`src/rtl/multdiv_issue_ctrl_pkg.sv`:
```
// Shared definitions for the mul/div issue controller and the pipeline bypass logic.
package multdiv_issue_ctrl_pkg;

  // Controller state encoding; values are fixed so other blocks can decode them directly.
  typedef enum logic [1:0] {
    StIdle  = 2'd0,
    StIssue = 2'd1,
    StWait  = 2'd2,
    StWb    = 2'd3
  } md_state_e;

  // Default datapath width and timeout budget.
  localparam int unsigned DefaultWidth   = 32;
  localparam int unsigned DefaultTimeout = 40;

  // Register that receives the exception code, and the codes themselves.
  localparam int unsigned RstatusReg  = 30;
  localparam int unsigned MultExcCode = 4;
  localparam int unsigned DivExcCode  = 5;

  // Width of a counter that must reach (cycles - 1) with headroom.
  function automatic int unsigned timeout_cnt_width(input int unsigned cycles);
    return $clog2(cycles) + 1;
  endfunction

endpackage

```
`src/rtl/multdiv_timeout_counter.sv`:
```
// Cycle counter bounding how long the controller waits for a unit result.
module multdiv_timeout_counter
  import multdiv_issue_ctrl_pkg::*;
#(
  parameter int unsigned TIMEOUT_CYCLES = DefaultTimeout
) (
  input  logic clock,
  input  logic reset,
  input  logic clear,
  input  logic enable,
  output logic terminal
);

  localparam int unsigned CntW = timeout_cnt_width(TIMEOUT_CYCLES);

  logic [CntW-1:0] count_q, count_d;

  // Next count: clear has priority; otherwise hold unless enabled.
  always_comb begin
    count_d = count_q;
    if (clear) begin
      count_d = '0;
    end else if (enable) begin
      count_d = count_q + 1'b1;
    end
  end

  // Count register.
  always_ff @(posedge clock or negedge reset) begin
    if (!reset) begin
      count_q <= '0;
    end else begin
      count_q <= count_d;
    end
  end

  // Last permitted wait cycle.
  assign terminal = (count_q == CntW'(TIMEOUT_CYCLES - 1));

endmodule

```
`src/rtl/multdiv_issue_ctrl.sv`:
```
// Issue controller for the multiplier/divider: captures operands, pulses the unit start,
// stalls the pipeline while the unit iterates and produces a single-cycle writeback.
module multdiv_issue_ctrl
  import multdiv_issue_ctrl_pkg::*;
#(
  parameter int unsigned WIDTH          = DefaultWidth,
  parameter int unsigned TIMEOUT_CYCLES = DefaultTimeout,
  parameter int unsigned RSTATUS_REG    = RstatusReg,
  parameter int unsigned MULT_EXC_CODE  = MultExcCode,
  parameter int unsigned DIV_EXC_CODE   = DivExcCode
) (
  input  logic             clock,
  input  logic             reset,
  input  logic             issue_mult,
  input  logic             issue_div,
  input  logic [WIDTH-1:0] operand_a,
  input  logic [WIDTH-1:0] operand_b,
  input  logic [4:0]       dest_reg,
  output logic [WIDTH-1:0] data_operandA,
  output logic [WIDTH-1:0] data_operandB,
  output logic             ctrl_MULT,
  output logic             ctrl_DIV,
  input  logic [WIDTH-1:0] mult_result,
  input  logic             mult_exception,
  input  logic             mult_resultRDY,
  input  logic [WIDTH-1:0] div_result,
  input  logic             div_exception,
  input  logic             div_resultRDY,
  output logic             stall,
  output logic             wb_valid,
  output logic [4:0]       wb_reg,
  output logic [WIDTH-1:0] wb_data
);

  md_state_e        state_q, state_d;
  logic             op_mult_q, op_mult_d;
  logic [WIDTH-1:0] opa_q, opa_d;
  logic [WIDTH-1:0] opb_q, opb_d;
  logic [4:0]       dest_q, dest_d;
  logic             wb_valid_q, wb_valid_d;
  logic [4:0]       wb_reg_q, wb_reg_d;
  logic [WIDTH-1:0] wb_data_q, wb_data_d;

  logic             issue_any;
  logic             sel_rdy;
  logic             sel_exc;
  logic [WIDTH-1:0] sel_result;
  logic [WIDTH-1:0] exc_code;
  logic             finish;
  logic             finish_exc;
  logic             cnt_clear;
  logic             cnt_enable;
  logic             cnt_terminal;

  assign issue_any = issue_mult | issue_div;

  // Only the unit that was started is observed; the other one may be busy with nothing.
  assign sel_rdy    = op_mult_q ? mult_resultRDY : div_resultRDY;
  assign sel_exc    = op_mult_q ? mult_exception : div_exception;
  assign sel_result = op_mult_q ? mult_result    : div_result;
  assign exc_code   = op_mult_q ? WIDTH'(MULT_EXC_CODE) : WIDTH'(DIV_EXC_CODE);

  multdiv_timeout_counter #(
    .TIMEOUT_CYCLES (TIMEOUT_CYCLES)
  ) u_timeout (
    .clock    (clock),
    .reset    (reset),
    .clear    (cnt_clear),
    .enable   (cnt_enable),
    .terminal (cnt_terminal)
  );

  // FSM next state, operand capture and completion detection.
  always_comb begin
    state_d    = state_q;
    op_mult_d  = op_mult_q;
    opa_d      = opa_q;
    opb_d      = opb_q;
    dest_d     = dest_q;
    cnt_clear  = 1'b0;
    cnt_enable = 1'b0;
    finish     = 1'b0;
    finish_exc = 1'b0;
    unique case (state_q)
      StIdle: begin
        if (issue_any) begin
          opa_d     = operand_a;
          opb_d     = operand_b;
          dest_d    = dest_reg;
          op_mult_d = issue_mult;  // mult wins when both lines are high
          state_d   = StIssue;
        end
      end
      StIssue: begin
        cnt_clear = 1'b1;
        state_d   = StWait;
      end
      StWait: begin
        if (sel_rdy) begin
          finish     = 1'b1;
          finish_exc = sel_exc;
          state_d    = StWb;
        end else if (cnt_terminal) begin
          finish     = 1'b1;
          finish_exc = 1'b1;
          state_d    = StWb;
        end else begin
          cnt_enable = 1'b1;
        end
      end
      StWb: begin
        state_d = StIdle;
      end
      default: begin
        state_d = StIdle;
      end
    endcase
  end

  // Writeback contents, loaded on the WAIT->WB transition so they are valid for exactly WB.
  always_comb begin
    wb_valid_d = 1'b0;
    wb_reg_d   = '0;
    wb_data_d  = '0;
    if (finish) begin
      if (finish_exc) begin
        wb_valid_d = 1'b1;
        wb_reg_d   = 5'(RSTATUS_REG);
        wb_data_d  = exc_code;
      end else if (dest_q != 5'd0) begin
        wb_valid_d = 1'b1;
        wb_reg_d   = dest_q;
        wb_data_d  = sel_result;
      end
    end
  end

  // State, operand holds and writeback registers.
  always_ff @(posedge clock or negedge reset) begin
    if (!reset) begin
      state_q    <= StIdle;
      op_mult_q  <= 1'b0;
      opa_q      <= '0;
      opb_q      <= '0;
      dest_q     <= '0;
      wb_valid_q <= 1'b0;
      wb_reg_q   <= '0;
      wb_data_q  <= '0;
    end else begin
      state_q    <= state_d;
      op_mult_q  <= op_mult_d;
      opa_q      <= opa_d;
      opb_q      <= opb_d;
      dest_q     <= dest_d;
      wb_valid_q <= wb_valid_d;
      wb_reg_q   <= wb_reg_d;
      wb_data_q  <= wb_data_d;
    end
  end

  assign data_operandA = opa_q;
  assign data_operandB = opb_q;
  assign ctrl_MULT     = (state_q == StIssue) &  op_mult_q;
  assign ctrl_DIV      = (state_q == StIssue) & ~op_mult_q;
  // Stall starts in the issue cycle itself and drops in WB so the pipeline resumes there.
  assign stall         = (state_q == StIssue) | (state_q == StWait) |
                         ((state_q == StIdle) & issue_any);
  assign wb_valid      = wb_valid_q;
  assign wb_reg        = wb_reg_q;
  assign wb_data       = wb_data_q;

  // At most one start line per cycle.
  a_start_onehot : assert property (@(posedge clock) disable iff (!reset)
    !(ctrl_MULT && ctrl_DIV));

endmodule

```
`config.mk`:
```
export PLATFORM = sky130hd
export DESIGN_NAME = multdiv_issue_ctrl
export DESIGN_NICKNAME = d
export VERILOG_FILES = /design/src/rtl/multdiv_issue_ctrl_pkg.sv /design/src/rtl/multdiv_timeout_counter.sv /design/src/rtl/multdiv_issue_ctrl.sv
export SDC_FILE = /design/constraint.sdc
export NUM_CORES = 1
export LEC_CHECK = 0
export ABC_CLOCK_PERIOD_IN_PS = 4900
export BUFFER_PORTS_ARGS = -buffer_cell sky130_fd_sc_hd__buf_2
export CELL_PAD_IN_SITES_DETAIL_PLACEMENT = 1
export CELL_PAD_IN_SITES_GLOBAL_PLACEMENT = 1
export CORE_ASPECT_RATIO = 1.2
export CORE_UTILIZATION = 38
export DETAILED_ROUTE_END_ITERATION = 8
export GPL_TIMING_DRIVEN = 0
export PLACE_DENSITY = 0.87
export REMOVE_ABC_BUFFERS = 1
export SLEW_MARGIN = 25
export SYNTH_ARGS = -nofsm -noshare
export SYNTH_HDL_FRONTEND = slang
export SYNTH_SLANG_ARGS = --single-unit
```
`constraint.sdc`:
```
create_clock -name clock -period 4.9 [get_ports clock]
set_input_delay 0.735 -clock clock [delete_from_list [all_inputs] [get_ports clock]]
set_output_delay 0.735 -clock clock [all_outputs]
set_load 0.05 [all_outputs]
```
==> results by group <==
Timing
  • Slew HR: 55.2%
  • Worst Skew: 0.0129 ns
  • Fmax: 391 MHz
  • Final setup margin: 2.34 ns
  • Fin. max-slew vios: 0
  • WHS: 0.281 ns
  • Final setup vio count: 0
  • Final hold vios: 0
  • Tmin final: 2.56 ns
  • Worst Tran Pin Value: 0.672 ns
  • Final worst-path cycle share: 52.1%
  • RSZ-0062 raised after global routing: false

Finish
  • Proportion of layout cells with a drive suffix above 1: 58.2%
  • Layout fillers: 1,326
  • Fin area: 6940 sq um
  • Area grow syn2layout: 44.2%
  • Seq. cell area: 2930 sq um
  • Final core utilization: 56.8%
  • Area taken by multi-input logic gates: 1800 sq um
  • Nets: 730

GRT
  • Total gr overflow: 0
  • Antenna violations before repair: 2
  • Largest net degree at the start of global routing: 67
  • Vias in the first global route: 4,089
  • GRT Resource Usage Total: 21.4%
  • First-pass GRT wire length: 21.4 mm

Route
  • Routed Antenna Nets: 0
  • Wire length per cell: 17.5 microns
  • TritonRoute pass-1 iters: 3
  • Final routed DRC violation total: 0
  • Iter 0 DRT Violations: 82
  • DR vias: 3,611
  • WL final: 13.3 mm
  • Via/cell ratio: 4.75

Critical path
  • Critical Path AT: 1.82 ns
  • Max FO, Critical Path: 14
  • Worst R2R End: data_operandB[4]
  • WS Path Type: reg2out
  • Critical Path RT: 4.16 ns
  • CP Launch Type: register
  • Reg2reg start: state_q[0]
  • Reg2Reg Depth: 7
  • CP endpoint kind: output port
  • Reg2Reg Setup Slack: 2.76 ns

Clock tree
  • CTS tree: yes
  • Cts bufs inserted: 17
  • Post-CTS setup buffer count: 0
  • Clk root buf: clkbuf_16
  • Clock sink total: 117
  • Latest clock arrival within the worst-skew pair: 0.40 ns
  • Clock Tree Buf Depth: 2
  • Clock H-tree levels: 4
  • Post-CTS Hold Buffers: 0
  • # resized after CTS: 0
  • Clk slew on worst S/H paths: 0.06 ns

Synthesis
  • Top-area cell type share of the netlist area: 60.8%
  • Leading area contributor after synthesis: dfrtp_1
  • Synth Cell Area: 4810 sq um
  • Post-synthesis cell type count: 38
  • Ranking of synthesized cells by area: dfrtp_1, mux2_1, mux2i_1
  • Avg Cell Area, Syn: 14.5 sq um
  • Synthesized flop and latch total: 117
  • Seq/Total Area, Yosys: 60.8%
  • Yosys Warn Count: 0
  • Mapped Cells: 332

Run status
  • Status: finished, final reports clean

Floorplanning
  • Die area: 13,100 sq um
  • Core area: 12,200 sq um
  • Row count: 44
  • Initial Util: 39.4%
  • Die Y: 125 microns
  • IO Pins: 246
  • Die width: 105 microns

Placement
  • Dpl ws: 2.46 ns
  • Placed instance area: 6320 sq um
  • DP HPWL: 9.89 mm
  • Gp weighted congestion: 0.773
  • Port Buffer Count: 245

Power
  • PwrDens: 778 nW/um^2
  • Tot Pwr: 0.00540 W
  • Lkg Pwr: 3.58 nW
  • Worst VDD drop: 325 uV

Flow run
  • Max Cap Viol: 0

Hold path
  • Worst Hold Class: in2async
[cells in the final DEF (no fill, tap or decap), drive strengths merged, types with 3 or more instances in the layout]
cell	netlist	routed
buf	16	251
dfrtp	117	117
mux2	70	70
nor2	38	38
mux2i	34	34
clkbuf	1	18
o21ai	6	6
o21a	5	5
nand2	5	5
inv	2	5
nand3	4	4
and2	4	4
and3	4	4
xor2	4	4
ha	4	4
clkinvlp	0	4
clkinv	0	4
bufinv	0	3
[kinds of logic after synthesis]
| kind of cell | count (synthesis) | share of synthesized area (%) |
|---|---|---|
| buffers and inverters | 19 | 2.31 |
| adder cells (fa/ha/maj) | 4 | 1.04 |
| AO/OA/AOI/OAI | 20 | 3.61 |
| flip-flops | 117 | 60.8 |
| AND/OR/NAND/NOR | 64 | 7.77 |
| XOR/XNOR | 4 | 0.728 |
| multiplexers | 104 | 23.7 |
[metrics by stage]
stage / TNS [ns] / cells
after floorplan: -1.01 / 315
after CTS: 0 / 759
after global routing: 0 / 760
after detailed placement: 0 / 727
after global placement: -56.60 / 721
final: 0 / 760
[power breakdown]
group / internal, W / total [W] / switching (W)
registers: 0.00133 / 0.00155 / 0.000223
clock network: 0.000817 / 0.00128 / 0.000460
logic: 0.000774 / 0.00257 / 0.00180
total: 0.00292 / 0.00540 / 0.00248
[synth_stat cells]
cell type,instances
a21boi_1,1
a21boi_2,1
a21oi_1,2
and2_1,4
and3_1,4
buf_1,1
buf_2,11
buf_4,1
buf_6,3
clkbuf_1,1
dfrtp_1,117
ha_1,4
inv_1,2
mux2_1,46
mux2_2,24
mux2i_1,33
mux2i_4,1
nand2_1,4
nand2_2,1
nand2b_1,2
nand3_1,4
nand4_1,2
nor2_1,8
nor2_2,30
nor2b_1,1
nor3_1,1
o2111ai_2,1
o211ai_4,1
o21a_1,5
o21ai_0,2
o21ai_1,3
o21ai_2,1
o22a_1,2
o22ai_4,1
or3_1,1
or3_4,1
or4_4,1
xor2_1,4
[metal layers]
layer	global-route usage, %	vias to the layer above	part of all wire, %
met2	39.3	186	54
met1	22.4	1738	37
met4	9.03	2	2.5
met5	0	-	0.098
li1	-	1656	-
met3	6.62	29	6.9
[critical path, cell delays in order, from the launching register on]
cell and delay (ns):
dfrtp_1 0.41, inv_1 0.09, ha_1 0.31, o21ai_4 0.23
nand2b_1 0.12, buf_2 0.26
[cell type report]
| class | count | area share, % |
|---|---|---|
| diodes | 1 | 0.0361 |
| clock buffers | 18 | 6.33 |
| clock inverters | 14 | 2.51 |
| inverters | 2 | 0.108 |
| multi-input cells | 196 | 25.9 |
| flip-flops and latches | 117 | 42.2 |
| well taps | 161 | 2.90 |
| repair buffers | 251 | 20.0 |
[how the worst max path moves through the flow]
stage                     startpoint                end  slack [ns]  cells after the start
after floorplan            issue_div              stall       -1.01                      2
after global placement    issue_mult              stall       -1.31                      4
after detailed placement   issue_div  data_operandA[19]        2.46                      6
after CTS                 state_q[0]              stall        2.32                      5
after global routing      state_q[0]              stall        2.20                      5
final                     state_q[0]              stall        2.34                      5
Power figures use the tool's default switching activity.
